===== src/rtl/enum_walk_pkg.sv =====
// enum_walk_pkg: shared types, constants and lookup helpers for the my_enum
// walker. my_enum encodings are one-hot and non-contiguous, so neighbours
// come from explicit case tables rather than arithmetic.
package enum_walk_pkg;

    localparam int unsigned ENUM_W = 32;
    localparam int unsigned CNT_W  = 8;

    typedef logic [ENUM_W-1:0] my_enum;

    localparam my_enum MY_A = 32'd1;
    localparam my_enum MY_B = 32'd2;
    localparam my_enum MY_C = 32'd4;
    localparam my_enum MY_D = 32'd8;

    localparam my_enum      ENUM_FIRST = MY_A;
    localparam my_enum      ENUM_LAST  = MY_D;
    localparam int unsigned ENUM_COUNT = 4;

    typedef enum logic [1:0] {
        ST_IDLE = 2'd0,
        ST_RUN  = 2'd1,
        ST_DONE = 2'd2
    } walk_state_t;

    // One presented word plus its position markers within the walk.
    typedef struct packed {
        my_enum value;
        logic   first;
        logic   last;
    } beat_t;

    // Declaration-order successor; wraps like the enum next() method.
    function automatic my_enum enum_next(input my_enum cur);
        my_enum nxt;
        case (cur)
            MY_A:    nxt = MY_B;
            MY_B:    nxt = MY_C;
            MY_C:    nxt = MY_D;
            MY_D:    nxt = MY_A;
            default: nxt = ENUM_FIRST;
        endcase
        return nxt;
    endfunction

    // Declaration-order predecessor; wraps like the enum prev() method.
    function automatic my_enum enum_prev(input my_enum cur);
        my_enum prv;
        case (cur)
            MY_D:    prv = MY_C;
            MY_C:    prv = MY_B;
            MY_B:    prv = MY_A;
            MY_A:    prv = MY_D;
            default: prv = ENUM_LAST;
        endcase
        return prv;
    endfunction

endpackage


===== src/rtl/enum_step.sv =====
// enum_step: combinational walk-direction lookup for the my_enum walker.
//   cur      - member currently presented
//   nxt_c    - following member in walk order, with its first/last markers
//   start_c  - the walk's starting member, with its first/last markers
// REVERSE=0 walks MY_A..MY_D via enum_next; REVERSE=1 walks MY_D..MY_A via
// enum_prev. An unrecognised cur maps to the starting member.
module enum_step
    import enum_walk_pkg::*;
#(
    parameter bit REVERSE = 1'b0
) (
    input  my_enum cur,
    output beat_t  nxt_c,
    output beat_t  start_c
);

    localparam my_enum WALK_FIRST = REVERSE ? ENUM_LAST  : ENUM_FIRST;
    localparam my_enum WALK_LAST  = REVERSE ? ENUM_FIRST : ENUM_LAST;

    my_enum nxt;

    // Neighbour lookup and position flags for the following member.
    always_comb begin
        nxt           = REVERSE ? enum_prev(cur) : enum_next(cur);
        nxt_c.value   = nxt;
        nxt_c.first   = (nxt == WALK_FIRST);
        nxt_c.last    = (nxt == WALK_LAST);
        start_c.value = WALK_FIRST;
        start_c.first = 1'b1;
        start_c.last  = (WALK_FIRST == WALK_LAST);
    end

endmodule


===== src/rtl/enum_walk_src.sv =====
// enum_walk_src: valid/ready source that walks my_enum in declaration order
// (or reverse) and emits one member per accepted beat.
//   clk, rst             - clock, synchronous active-high reset
//   start, stop          - walk start (IDLE only) / early stop request (RUN only)
//   out_valid, out_ready - output handshake
//   out_value            - current member; out_first/out_last mark walk ends
//   busy                 - high while walking
//   done                 - one-cycle pulse after the final pass completes
//   pass_cnt             - completed passes, saturating at 255
// NUM_PASSES=0 walks forever; all outputs are registered.
module enum_walk_src
    import enum_walk_pkg::*;
#(
    parameter int unsigned NUM_PASSES = 1,
    parameter bit          REVERSE    = 1'b0
) (
    input  logic              clk,
    input  logic              rst,
    input  logic              start,
    input  logic              stop,
    output logic              out_valid,
    input  logic              out_ready,
    output logic [ENUM_W-1:0] out_value,
    output logic              out_first,
    output logic              out_last,
    output logic              busy,
    output logic              done,
    output logic [CNT_W-1:0]  pass_cnt
);

    localparam logic [CNT_W-1:0] CNT_MAX = '1;

    walk_state_t      state_q, state_d;
    beat_t            beat_q, beat_d;
    logic             valid_q, valid_d;
    logic             busy_q, busy_d;
    logic             done_q, done_d;
    logic [CNT_W-1:0] cnt_q, cnt_d;
    logic             stop_pend_q, stop_pend_d;

    beat_t            nxt_beat;
    beat_t            start_beat;
    logic             xfer;
    logic [CNT_W-1:0] cnt_inc;
    logic             pass_final;

    enum_step #(
        .REVERSE (REVERSE)
    ) u_step (
        .cur     (beat_q.value),
        .nxt_c   (nxt_beat),
        .start_c (start_beat)
    );

    // State and output registers.
    always_ff @(posedge clk) begin
        if (rst) begin
            state_q     <= ST_IDLE;
            beat_q      <= '{value: MY_A, first: 1'b0, last: 1'b0};
            valid_q     <= 1'b0;
            busy_q      <= 1'b0;
            done_q      <= 1'b0;
            cnt_q       <= '0;
            stop_pend_q <= 1'b0;
        end else begin
            state_q     <= state_d;
            beat_q      <= beat_d;
            valid_q     <= valid_d;
            busy_q      <= busy_d;
            done_q      <= done_d;
            cnt_q       <= cnt_d;
            stop_pend_q <= stop_pend_d;
        end
    end

    // Next-state and next-output logic.
    always_comb begin
        state_d     = state_q;
        beat_d      = beat_q;
        valid_d     = valid_q;
        cnt_d       = cnt_q;
        stop_pend_d = stop_pend_q;

        xfer       = valid_q && out_ready;
        cnt_inc    = (cnt_q == CNT_MAX) ? cnt_q : cnt_q + CNT_W'(1);
        // Saturated count never matches NUM_PASSES > 255, so such a walk runs on.
        pass_final = (NUM_PASSES != 0) && (32'(cnt_inc) == NUM_PASSES);

        case (state_q)
            ST_IDLE: begin
                valid_d = 1'b0;
                if (start) begin
                    state_d     = ST_RUN;
                    beat_d      = start_beat;
                    valid_d     = 1'b1;
                    cnt_d       = '0;
                    stop_pend_d = 1'b0;
                end
            end
            ST_RUN: begin
                if (stop) begin
                    stop_pend_d = 1'b1;
                end
                if (xfer) begin
                    if (beat_q.last) begin
                        cnt_d = cnt_inc;
                    end
                    if (stop_pend_q) begin
                        // Pending stop: the presented beat is done, leave quietly.
                        state_d     = ST_IDLE;
                        valid_d     = 1'b0;
                        stop_pend_d = 1'b0;
                    end else if (!beat_q.last) begin
                        beat_d = nxt_beat;
                    end else if (pass_final) begin
                        state_d = ST_DONE;
                        valid_d = 1'b0;
                    end else begin
                        beat_d = start_beat;
                    end
                end
            end
            ST_DONE: begin
                state_d     = ST_IDLE;
                valid_d     = 1'b0;
                stop_pend_d = 1'b0;
            end
            default: begin
                state_d     = ST_IDLE;
                valid_d     = 1'b0;
                stop_pend_d = 1'b0;
            end
        endcase

        busy_d = (state_d == ST_RUN);
        done_d = (state_d == ST_DONE);
    end

    assign out_valid = valid_q;
    assign out_value = beat_q.value;
    assign out_first = beat_q.first;
    assign out_last  = beat_q.last;
    assign busy      = busy_q;
    assign done      = done_q;
    assign pass_cnt  = cnt_q;

endmodule


===== config.mk =====
export PLATFORM = sky130hd
export DESIGN_NAME = enum_walk_src
export DESIGN_NICKNAME = d
export VERILOG_FILES = /design/src/rtl/enum_walk_pkg.sv /design/src/rtl/enum_step.sv /design/src/rtl/enum_walk_src.sv
export SDC_FILE = /design/constraint.sdc
export NUM_CORES = 1
export LEC_CHECK = 0
export ABC_CLOCK_PERIOD_IN_PS = 3250
export CORE_UTILIZATION = 47
export DETAILED_ROUTE_END_ITERATION = 12
export GPL_TIMING_DRIVEN = 1
export PLACE_DENSITY = 0.85
export SLEW_MARGIN = 20
export SYNTH_ARGS = -nofsm -noshare
export SYNTH_HDL_FRONTEND = slang
export SYNTH_SLANG_ARGS = --single-unit

===== constraint.sdc =====
create_clock -name clk -period 3.25 [get_ports clk]
set_input_delay 0.325 -clock clk [delete_from_list [all_inputs] [get_ports clk]]
set_output_delay 0.325 -clock clk [all_outputs]
set_load 0.005 [all_outputs]

# Word-level counts from Yosys, hierarchy flattened
# Cells that the tools add are included.
dict set report totals {
  register_bits 48
  output_inout_bits 45
  wordCells 63
}
dict set report op_classes {
  addsub 1
  n_reduce_logical 7
  n_mux 29
  eq_ne 17
}
# op count
set op_table {}
lappend op_table {{34-bit two-way mux} 5}
lappend op_table {{34-bit case mux with 2 select lines} 1}
lappend op_table {{32-bit by 1-bit equality test with 1-bit output, second input constant} 1}
lappend op_table {{32-bit by 2-bit equality test with 1-bit output, second input constant} 1}
lappend op_table {{32-bit by 3-bit equality test with 1-bit output, second input constant} 1}
lappend op_table {{8-bit two-way mux} 4}
lappend op_table {{8-bit case mux with 2 select lines} 1}
lappend op_table {{4-bit case mux with 3 select lines} 1}
lappend op_table {{2-bit two-way mux} 5}
lappend op_table {{1-bit two-way mux} 9}
lappend op_table {{3-bit inequality test, second input constant} 3}
lappend op_table {{8-bit by 1-bit adder with 8-bit output, second input constant} 1}
lappend op_table {{8-bit by 1-bit equality test with 1-bit output, second input constant} 1}
lappend op_table {{8-bit equality test, second input constant} 1}
lappend op_table {{2-bit inequality test, second input constant} 4}
lappend op_table {{4-bit AND reduction} 2}
lappend op_table {{5-bit AND reduction} 1}
lappend op_table {{2-bit by 1-bit equality test with 1-bit output, second input constant} 2}
lappend op_table {{4-bit by 1-bit equality test with 1-bit output, second input constant} 1}
lappend op_table {{4-bit equality test, second input constant} 1}
lappend op_table {{1-bit case mux with 2 select lines} 2}
lappend op_table {{2-bit case mux with 2 select lines} 1}
lappend op_table {{3-bit AND reduction} 1}
lappend op_table {{2-bit equality test, second input constant} 1}
lappend op_table {{3 further kinds} 3}

# Logic depth before layout (Yosys ltp)
# Gate-level depths: netlist of the first run.
dict set report depth {
  depth_word 9
  depth_mapped 7
}

# Hierarchy
# Synthesis of the first run repeated with hierarchy kept, for this count alone.
dict set report unflattened {
  hier_cells 420
  hier_area_um2 3575.9
}
# mod cells_each area_each_um2 instances
set modules_own_cells {}
lappend modules_own_cells {enum_walk_src 335 2974.1 1}
lappend modules_own_cells {enum_step 85 601.8 1}

# Least setup slack after synthesis of the first run
# OpenSTA, ideal clock, no wires.
dict set report synth_timing {
  path_type {register to register}
  startpoint {register cnt_q[0] (netlist: pass_cnt[0])}
  endpoint {register beat_q, in the netlist out_value[0]}
  period_less_slack_ns 2.123
  stages_incl_launch_ff 8
  arrival_ns 2.053
  required_time_ns 3.180
  setup_time_ns 0.070
  path_slack_ns 1.127
  path_cell_list {dfxtp_1 ha_1 and3_1 and4_1 o32ai_4 o31ai_4 mux2_1 a21oi_1}
}
dict set report synth_via {
  elab_chain_cells 5
  elab_cells_between_ends 6
  classes_between {add/sub: 1; eq/ne: 3; mux: 1; reduce/logical: 1}
}
# element line_no
set synth_lines {}
lappend synth_lines {{from (decl)} enum_walk_src.sv:38} ;# logic [CNT_W-1:0] cnt_q, cnt_d;
lappend synth_lines {{from (signal assigned)} enum_walk_src.sv:71} ;# cnt_q <= cnt_d;
lappend synth_lines {{8-bit by 1-bit adder with 8-bit output or 8-bit equality test (tied branches)} enum_walk_src.sv:85} ;# cnt_inc = (cnt_q == CNT_MAX) ? cnt_q : cnt_q + CNT_W'(1);
lappend synth_lines {{8-bit two-way mux *} enum_walk_src.sv:85}
lappend synth_lines {{8-bit by 1-bit equality test with 1-bit output *} enum_walk_src.sv:87} ;# pass_final = (NUM_PASSES != 0) && (32'(cnt_inc) == NUM_PASSES);
lappend synth_lines {{3-bit inequality test (no line) *} -}
lappend synth_lines {{5-bit AND reduction (no line) *} -}
lappend synth_lines {{to (signal assigned)} enum_walk_src.sv:59} ;# beat_q <= '{value: MY_A, first: 1'b0, last: 1'b0};
lappend synth_lines {{to (signal assigned)} enum_walk_src.sv:67} ;# beat_q <= beat_d;
lappend synth_lines {{to (decl)} enum_walk_src.sv:34} ;# beat_t beat_q, beat_d;
# Mark *: on every way between the ends. The rest lies on a longest branch, timed or not.
# A chain may end at the register's enable or synchronous reset.

# Worst setup path after layout of the first run
# Same ends and word-level chain as after synthesis.

==> results of run 1 <==
[worst register-to-register path, delay by kind of cell, from the launching register on]
family / cells / cell delay (ns)
adder cells (fa/ha/maj): 1 / 0.29
AO/OA/AOI/OAI: 3 / 0.69
multiplexers: 1 / 0.37
flip-flops: 1 / 0.48
AND/OR/NAND/NOR: 2 / 0.51
[stage by stage]
stage	cell area (um^2)	utilization, %
2_1_floorplan	1420	-
3_3_place_gp	1440	55.9
3_5_place_dp	1440	55.9
4_1_cts	1490	57.9
5_1_grt	1490	57.9
6_report	1490	57.9
[final cells by class]
| cell class | count | share of cell area [%] |
|---|---|---|
| Clock buffer | 3 | 1.51 |
| Clock inverter | 1 | 2.02 |
| Multi-Input combinational cell | 137 | 52.9 |
| Sequential cell | 20 | 26.9 |
| Tap cell | 30 | 2.52 |
| Timing Repair Buffer | 21 | 14.1 |
[kinds of logic (layout without fill, tap and decap cells)]
logic type	count (synthesis)	count (layout)
XOR/XNOR	1	1
multiplexers	4	4
buffers and inverters	34	25
AO/OA/AOI/OAI	35	35
other	1	28
adder cells (fa/ha/maj)	1	1
flip-flops	20	20
AND/OR/NAND/NOR	68	68
[cell usage in the layout (no fill, tap or decap), types with 3 or more instances in the layout]
master,n
nand3_1,4
conb_1,28
clkbuf_4,3
dfxtp_1,20
a21o_1,3
nor2_1,21
nor2b_1,3
nor3_1,13
mux2i_1,3
a21oi_1,15
nand2_1,7
clkdlybuf4s50_1,21
nand2b_1,4
[state kept, by name (all words and copies together), names as in the netlist]
name / flops
busy: 1
pass_cnt: 8
state_q: 2
out_value: 4
out_first: 1
done: 1
out_last: 1
out_valid: 1
stop_pend_q: 1
[Yosys cell counts (2+ instances only)]
| cell type | count |
|---|---|
| a21o_1 | 3 |
| a21oi_1 | 15 |
| a22oi_1 | 2 |
| a31oi_1 | 2 |
| and2_1 | 2 |
| and4_1 | 2 |
| buf_2 | 2 |
| buf_4 | 28 |
| clkbuf_1 | 4 |
| dfxtp_1 | 20 |
| mux2i_1 | 3 |
| nand2_1 | 7 |
| nand2b_1 | 4 |
| nand3_1 | 4 |
| nand4_1 | 2 |
| nor2_1 | 21 |
| nor2b_1 | 3 |
| nor3_1 | 13 |
| nor3b_1 | 2 |
| o21a_1 | 2 |
| o21ai_0 | 2 |
| o21ai_1 | 2 |
[routing by layer]
| metal | share of wire [%] | vias to the layer above |
|---|---|---|
| met5 | 0 | - |
| met4 | 2.6 | 0 |
| met3 | 5.6 | 6 |
| met2 | 49 | 54 |
| met1 | 43 | 542 |
| li1 | - | 559 |
[worst max-delay path by stage]
stage                     cells past startpoint                        end
after floorplan                               7  out_value[0]$_SDFFE_PP1P_
after global placement                        7  out_value[0]$_SDFFE_PP1P_
after detailed placement                      7  out_value[0]$_SDFFE_PP1P_
after CTS                                     7  out_value[0]$_SDFFE_PP1P_
after global routing                          7  out_value[0]$_SDFFE_PP1P_
final                                         7  out_value[0]$_SDFFE_PP1P_
[power breakdown]
group          switching [uW]  internal [uW]  total [uW]
Combinational            44.1           37.1        81.2
Clock                    86.4            125         211
Sequential               9.60            254         264
Total                     140            416         556
==> flow_summary.yaml, run 1 <==
status:
  status: "finished clean"
sta:
  worstMarginPinSlew_ns: 0.720
  clock.fmax_mhz: 419
  slew-limit-headroom_pct: 51.8
  fin_crit_sh_pct: 73.5
  slew_viol_final: 0
  rsz0062_at_grt: "false"
  setup_tns_ns: 0
  finalClockSkew_ns: 0.00497
  whs_ns: 0.516
  finalHoldViolations: 0
  timing.final.ws_setup_ns: 0.862
  finalSetupViolations: 0
  post-route-min-period_ns: 2.39
synthesis:
  synth_area_mm2: 0.00132
  synth-compound-area-share_pct: 19.2
  avgSynthCellArea_um2: 8.06
  synthCells: 164
  synth_xor_area_share_pct: 0.663
  ys_ff_latch: 20
  synth_edf_count: 0
  synth_area_leaders: "dfxtp_1, buf_4, nor2_1, a21oi_1, nor3_1"
  seq_area_frac_synth_pct: 30.3
  ys.flop_type: "dfxtp_1"
  synth_mux_area_share_pct: 3.13
  yosys.area_share.adder_pct: 0.947
  synth-simple-area-share_pct: 27.7
  synth_top_family_by_area: "simple AND/OR/NAND/NOR gates"
  ys_async_sr_fraction_pct: 0
  synth.largest_area_cell: "dfxtp_1"
  ys_warn_count: 0
  synth.top_cell.area_share_pct: 30.3
  synthDistinctLibCells: 41
global_routing:
  grtUsageTotal_pct: 20.6
  grtUsageMet3_pct: 1.64
  antenna_found_initial: 0
  top_usage_layer: "met2"
  gr-total-overflow: 0
  grt_pass1_wl_um: 4400
  grt.met1_usage_pct: 24.9
  gr-usage-met2_pct: 34.7
  grt_pass1_vias: 987
  grt_max_degree: 21
min_path:
  hold-path-endpoint: "out_value[2]$_SDFFE_PP0P_"
  min_from: "out_value[2]$_SDFFE_PP0P_"
  min_path_type: "reg -> reg"
  hold_depth: 2
clocking:
  cts_setup_buffers: 0
  clock_latency_ns: 0.32
  clk_pin_slew_ns: 0.12
  cts_tree: "done"
  cts-buffers-inserted: 3
  cts.root.buffer_cell: "clkbuf_4"
  cts_max_path_buffers: 2
  post_cts_resized: 0
  numClockSinks: 20
  cts_hold_buf: 0
  htreeDepth: 1
floorplan:
  row_count: 18
  io_pins: 50
  core-area_mm2: 0.00257
  start_util_pct: 51.5
  die_y_um: 55.0
  die_w_um: 55.0
  dieArea_mm2: 0.00303
critical_path:
  worst-endpoint-arrival_ns: 2.65
  setup.worst_path.start: "pass_cnt[0]$_SDFFE_PP0P_"
  rr_startpoint: "pass_cnt[0]$_SDFFE_PP0P_"
  critical-path-top-delay-family: "compound AO/OA/AOI/OAI gates"
  path_class: "reg -> reg"
  crit_buf_inv: 0
  worst_ep_required_time_ns: 3.51
  rr_worst_depth: 7
  cp-start-kind: "flop"
  path_cells: "ha_1 > and3_1 > and4_1 > o32ai_4 > o31ai_4 > mux2_1 > a21oi_1"
  cp-end-kind: "flop"
  rrSetupSlack_ns: 0.86
  r2r_end: "out_value[0]$_SDFFE_PP1P_"
  worstPathMaxFanout: 8
  slowest_delay_ns: 0.48
  cp_slowest_cell: "dfxtp_1"
power:
  power_leakage_uw: 0.000576
  total_power_uw: 556
  max-vdd-ir-drop_mv: 0.278
  p_per_area_mw_per_mm2: 374
drt:
  num_vias: 1161
  final_antenna_net_count: 0
  wl_per_cell_um: 13.4
  detail_route.first_pass.iterations: 4
  wirelength_um: 2830
  drcViolationCount: 0
  via_per_inst: 5.48
  drt-initial-drc-count: 33
finish:
  nNetsFinal: 189
  antenna_cells: 0
  multi_input_area_um2: 787
  areaGrowthSynthToFinish_pct: 12.6
  regArea_um2: 400
  fillers: 239
  layout.cells.non_filler: 212
  drive_above_1_share_pct: 5.49
placement:
  io_buffers: 21
  dp_hpwl_um: 2040
  gp_congestion: 0.946
  dp.cells: 208
  place_ws_ns: 0.928
job:
  cap_violations: 0
(Power assumes the default switching activity.)
==> run 2, diff against run 1 <==
--- a/config.mk
+++ b/config.mk
@@ -5,11 +5,11 @@
 export SDC_FILE = /design/constraint.sdc
 export NUM_CORES = 1
 export LEC_CHECK = 0
-export ABC_CLOCK_PERIOD_IN_PS = 3250
-export CORE_UTILIZATION = 47
+export ABC_CLOCK_PERIOD_IN_PS = 1970
+export CORE_UTILIZATION = 39
 export DETAILED_ROUTE_END_ITERATION = 12
 export GPL_TIMING_DRIVEN = 1
-export PLACE_DENSITY = 0.85
+export PLACE_DENSITY = 0.75
 export SLEW_MARGIN = 20
 export SYNTH_ARGS = -nofsm -noshare
 export SYNTH_HDL_FRONTEND = slang
==> constraint.sdc (replaced) <==
create_clock -name clk -period 1.97 [get_ports clk]
set_input_delay 0.197 -clock clk [delete_from_list [all_inputs] [get_ports clk]]
set_output_delay 0.197 -clock clk [all_outputs]
set_load 0.005 [all_outputs]
==> run 2 against run 1 <==
  * Routed wire length shrank 0.21%
  * The flow now finishes with violations (negative setup slack)
  * First-iteration DRC count increased by 12%
  * Register-to-register slack got worse by 0.87 ns
  * Clock power rose by 38%
  * Sequential cell count is the same
  * Via count up 4.0%
  * Fmax up 20%
  * Final cell count rose by 16%
  * Setup slack got worse by 0.87 ns
  * Utilization decreased by 3.3 points
  * Global-route usage down 3.4 points
  * Combinational power is 91% higher
  * Largest cell class unchanged
==> flow_summary.yaml, run 2 (synthesis results as in run 1) <==
status:
  status: "complete, but fails checks"
  failed_checks: "negative setup slack"
min_path:
  min_path_type: "reg -> reg"
  hold_depth: 2
  hold-path-endpoint: "out_value[2]$_SDFFE_PP0P_"
  min_from: "out_value[2]$_SDFFE_PP0P_"
power:
  p_per_area_mw_per_mm2: 513
  power_leakage_uw: 0.000679
  max-vdd-ir-drop_mv: 0.352
  total_power_uw: 876
placement:
  dp_hpwl_um: 2180
  io_buffers: 21
  place_ws_ns: -0.0547
  gp_congestion: 0.873
  dp.cells: 239
critical_path:
  worstPathMaxFanout: 7
  crit_buf_inv: 1
  path_cells: "ha_4 > and3_4 > and4_4 > o32ai_4 > o31ai_4 > buf_4 > mux2i_1 > nor2_1"
  path_class: "reg -> reg"
  worst-endpoint-arrival_ns: 2.20
  rrSetupSlack_ns: -0.01
  cp-end-kind: "flop"
  worst_ep_required_time_ns: 2.18
  critical-path-top-delay-family: "compound AO/OA/AOI/OAI gates"
  rr_startpoint: "pass_cnt[1]$_SDFFE_PP0P_"
  rr_worst_depth: 8
  cp-start-kind: "flop"
  cp_slowest_cell: "o31ai_4"
  slowest_delay_ns: 0.42
  r2r_end: "out_value[3]$_SDFFE_PP0P_"
clocking:
  numClockSinks: 20
  cts-buffers-inserted: 3
  clock_latency_ns: 0.31
  cts_tree: "done"
  cts.root.buffer_cell: "clkbuf_4"
  htreeDepth: 1
  cts_max_path_buffers: 2
  cts_hold_buf: 0
  clk_pin_slew_ns: 0.12
floorplan:
  core-area_mm2: 0.00313
  dieArea_mm2: 0.00362
  row_count: 20
  io_pins: 50
  die_y_um: 60.2
  start_util_pct: 42.2
  die_w_um: 60.2
global_routing:
  grt_max_degree: 13
  gr-usage-met2_pct: 25.4
  grtUsageMet3_pct: 1.95
  grt.met1_usage_pct: 24.7
  grt_pass1_wl_um: 4680
  antenna_found_initial: 0
  grtUsageTotal_pct: 17.2
  top_usage_layer: "met2"
  grt_pass1_vias: 1022
  gr-total-overflow: 0
finish:
  layout.cells.non_filler: 245
  antenna_cells: 0
  fillers: 288
  nNetsFinal: 208
  largest_register_ffs: 8
  final_cell_mix: "conb_1, nor2_1, clkdlybuf4s50_1, buf_4, dfxtp_1"
  drive_above_1_share_pct: 21.4
  areaGrowthSynthToFinish_pct: 29.4
  final_common_cell: "conb_1"
sta:
  finalSetupViolations: 1
  setup_tns_ns: -0.0128
  clock.fmax_mhz: 504
  slew_viol_final: 0
  finalClockSkew_ns: 0.00329
  fin_crit_sh_pct: 101
  timing.final.ws_setup_ns: -0.0128
  finalHoldViolations: 0
  post-route-min-period_ns: 1.98
  rsz0062_at_grt: "true"
drt:
  drt-initial-drc-count: 37
  wirelength_um: 2830
  num_vias: 1208
  wl_per_cell_um: 11.5
  drcViolationCount: 0
  detail_route.first_pass.iterations: 5
  final_antenna_net_count: 0
  via_per_inst: 4.93
job:
  cap_violations: 0
## run 2: cell count changes in the layout (fill, tap and decap cells not counted), sizes merged
cell	previous run	this run
bufinv	1	0
clkbuf	3	4
buf	0	19
## run 2: power breakdown
| group | internal, uW | switching [uW] | total [uW] |
|---|---|---|---|
| combinational | 76.8 | 78.5 | 155 |
| sequential | 416 | 13.3 | 430 |
| clock | 155 | 137 | 291 |
## run 2: timing repair
action	CTS	global route
endpoints found under the hold margin	0	0
setup buffers	1	1
pin swaps	1	2
setup endpoints to repair	1	2
gates resized for setup	4	5
## run 2: worst register-to-register path, cell delays in order, from the launching register on
cell and delay, ns:
dfxtp_4 0.39, ha_4 0.14, and3_4 0.20, and4_4 0.23
o32ai_4 0.09, o31ai_4 0.42, buf_4 0.19, mux2i_1 0.17
nor2_1 0.05
## run 2: cell type report
class,count,area (um^2),share of cell area [%]
clock buffer,4,47.5,2.78
multi-input combinational,137,842,49.3
sequential,20,412,24.1
tap,44,55.1,3.22
timing repair buffer,40,353,20.6
## run 2: through the flow
step	utilization [%]	instance area [um^2]	hold WS, ns
6_report	54.6	1710	0.519
5_1_grt	54.6	1710	0.536
4_1_cts	54.0	1690	0.512
3_5_place_dp	51.6	1610	0.494
3_3_place_gp	51.6	1610	0.502
2_1_floorplan	-	1460	0.393
## run 2: per-layer routing
| layer | up-vias | part of all wire, % |
|---|---|---|
| li1 | 602 | - |
| met3 | 4 | 3.2 |
| met1 | 566 | 49 |
| met5 | - | 0 |
| met2 | 36 | 46 |
| met4 | 0 | 1.6 |
## run 2: worst max-delay path by stage
stage | depth (start not counted) | to | from
global route | 8 | out_value[3]$_SDFFE_PP0P_ | pass_cnt[1]$_SDFFE_PP0P_
finish | 8 | out_value[3]$_SDFFE_PP0P_ | pass_cnt[1]$_SDFFE_PP0P_
floorplan | 7 | out_value[0]$_SDFFE_PP1P_ | pass_cnt[0]$_SDFFE_PP0P_
CTS | 7 | out_value[0]$_SDFFE_PP1P_ | pass_cnt[1]$_SDFFE_PP0P_
detailed placement | 7 | out_value[0]$_SDFFE_PP1P_ | pass_cnt[1]$_SDFFE_PP0P_
global placement | 6 | out_value[0]$_SDFFE_PP1P_ | pass_cnt[2]$_SDFFE_PP0P_
==> run 3, diff against run 2 <==
--- a/config.mk
+++ b/config.mk
@@ -5,11 +5,11 @@
 export SDC_FILE = /design/constraint.sdc
 export NUM_CORES = 1
 export LEC_CHECK = 0
-export ABC_CLOCK_PERIOD_IN_PS = 1970
-export CORE_UTILIZATION = 39
+export ABC_CLOCK_PERIOD_IN_PS = 2000
+export CORE_UTILIZATION = 44
 export DETAILED_ROUTE_END_ITERATION = 12
 export GPL_TIMING_DRIVEN = 1
-export PLACE_DENSITY = 0.75
+export PLACE_DENSITY_LB_ADDON = 0.05
 export SLEW_MARGIN = 20
 export SYNTH_ARGS = -nofsm -noshare
 export SYNTH_HDL_FRONTEND = slang
==> constraint.sdc (replaced) <==
create_clock -name clk -period 2 [get_ports clk]
set_input_delay 0.2 -clock clk [delete_from_list [all_inputs] [get_ports clk]]
set_output_delay 0.2 -clock clk [all_outputs]
set_load 0.005 [all_outputs]
==> run 3 against run 2 <==
  * The run ends with design-rule violations left
  * Total power down 7.3%
  * Fmax up 3.2%
  * Hold slack worse by 0.0077 ns
  * Die area down 11%
  * Largest power group unchanged
==> flow_summary.yaml, run 3 (synthesis results as in run 1) <==
global_routing:
  grtUsageTotal_pct: 19.3
  gr-total-overflow: 0
  grt_pass1_vias: 1092
  grt_max_degree: 12
  grt_pass1_wl_um: 4890
  antenna_found_initial: 0
critical_path:
  crit_buf_inv: 0
  path_class: "reg -> reg"
  slowest_delay_ns: 0.38
  cp-end-kind: "flop"
  worst_ep_required_time_ns: 2.24
  critical-path-top-delay-family: "compound AO/OA/AOI/OAI gates"
  worstPathMaxFanout: 5
  path_cells: "ha_4 > nor4b_1 > o21ai_1 > o31ai_4 > mux2_1 > a21oi_1"
  worst-endpoint-arrival_ns: 2.16
  cp-start-kind: "flop"
  cp_slowest_cell: "dfxtp_4"
placement:
  dp_hpwl_um: 2160
  io_buffers: 21
  gp_congestion: 0.847
floorplan:
  io_pins: 50
  dieArea_mm2: 0.00323
  row_count: 19
  die_y_um: 56.8
  start_util_pct: 47.1
  die_w_um: 56.8
  core-area_mm2: 0.00281
power:
  max-vdd-ir-drop_mv: 0.374
  p_int_uw: 595
  total_power_uw: 812
  p_switching_uw: 217
  power_leakage_uw: 0.000674
  clkPwrFrac_pct: 29.3
  netSwitchingFraction_pct: 26.7
  pwr-share-comb_pct: 18.6
  p_per_area_mw_per_mm2: 489
  seq_power_share_pct: 52.1
min_path:
  min_path_type: "reg -> reg"
finish:
  nNetsFinal: 210
  largest_register_ffs: 8
  fin_util_pct: 59.2
  final_cell_mix: "conb_1, nor2_1, clkdlybuf4s50_1, buf_4, dfxtp_1"
  areaGrowthSynthToFinish_pct: 25.8
  antenna_cells: 0
  final_common_cell: "conb_1"
  drive_above_1_share_pct: 18.2
drt:
  drcViolationCount: 6
  wl_met1_um: 1320
  drt-initial-drc-count: 45
  wl_per_cell_um: 12.1
  wl_met2_um: 1380
  topRoutingLayerUsed: "met4"
  num_vias: 1203
  detail_route.first_pass.iterations: 8
  final_antenna_net_count: 0
  wirelength_um: 2840
  wl_met3_um: 123
  via_per_inst: 5.14
clocking:
  clock_latency_ns: 0.30
  cts-buffers-inserted: 3
  cts_tree: "done"
  htreeDepth: 1
  cts_hold_buf: 0
  numClockSinks: 20
  cts_max_path_buffers: 2
  clk_pin_slew_ns: 0.11
  cts.root.buffer_cell: "clkbuf_4"
sta:
  clock.fmax_mhz: 521
  post-route-min-period_ns: 1.92
  finalClockSkew_ns: 0.00282
  rsz0062_at_grt: "false"
  whs_ns: 0.511
  setup_tns_ns: 0
  fin_crit_sh_pct: 96.0
  slew_viol_final: 0
  finalSetupViolations: 0
  finalHoldViolations: 0
status:
  failed_checks: "design-rule violations"
  status: "complete, but fails checks"
job:
  cap_violations: 0
run 3: per-layer routing:
metal  up-vias  global-route usage [%]
li1        602                       -
met1       560                    26.0
met2        37                    31.5
met3         4                    2.30
met4         0                    7.32
met5         -                       0
run 3: cell type report:
class                           instances  area, um^2
Tap cell                               31        38.8
Timing Repair Buffer                   42         368
Multi-Input combinational cell        137         811
Fill cell                             260        1140
Sequential cell                        20         408
Clock buffer                            4        36.3
run 3: tightest hold or removal path, delay by kind of cell, from the launching register on:
kind	cells	cell delay, ns
AND/OR/NAND/NOR	1	0.07
flip-flops	1	0.35
multiplexers	1	0.07
run 3: power by group through the flow:
stage	Sequential (uW)	Clock, uW	Combinational (uW)
4_1_cts	425	252	149
3_5_place_dp	433	0	143
5_1_grt	426	271	169
2_1_floorplan	434	0	125
6_report	423	238	151
3_3_place_gp	433	0	142
run 3: per-stage QoR:
step | area [um^2] | cells | worst slack (ns)
2_1_floorplan | 1440 | 191 | 0.00365
3_3_place_gp | 1600 | 228 | 0.0266
3_5_place_dp | 1600 | 228 | -0.0361
4_1_cts | 1650 | 234 | 0.0106
5_1_grt | 1660 | 234 | 0.00143
6_report | 1660 | 234 | 0.0796
run 3: repair_timing:
action                                  CTS  global route
pin swaps                                 1             1
endpoints found under the setup margin    2             6
buffers inserted                          2             0
gates resized for setup                   0             4
cloned                                    0             0
run 3: final timing paths:
path	start	endpoint	slack [ns]	cells past startpoint
worst max-delay path	pass_cnt[1]$_SDFFE_PP0P_	out_value[0]$_SDFFE_PP1P_	0.08	6
worst min-delay path	out_first$_SDFFE_PP0P_	out_first$_SDFFE_PP0P_	0.51	2
worst max register to register	pass_cnt[1]$_SDFFE_PP0P_	out_value[0]$_SDFFE_PP1P_	0.08	6
worst min register to register	out_first$_SDFFE_PP0P_	out_first$_SDFFE_PP0P_	0.51	2
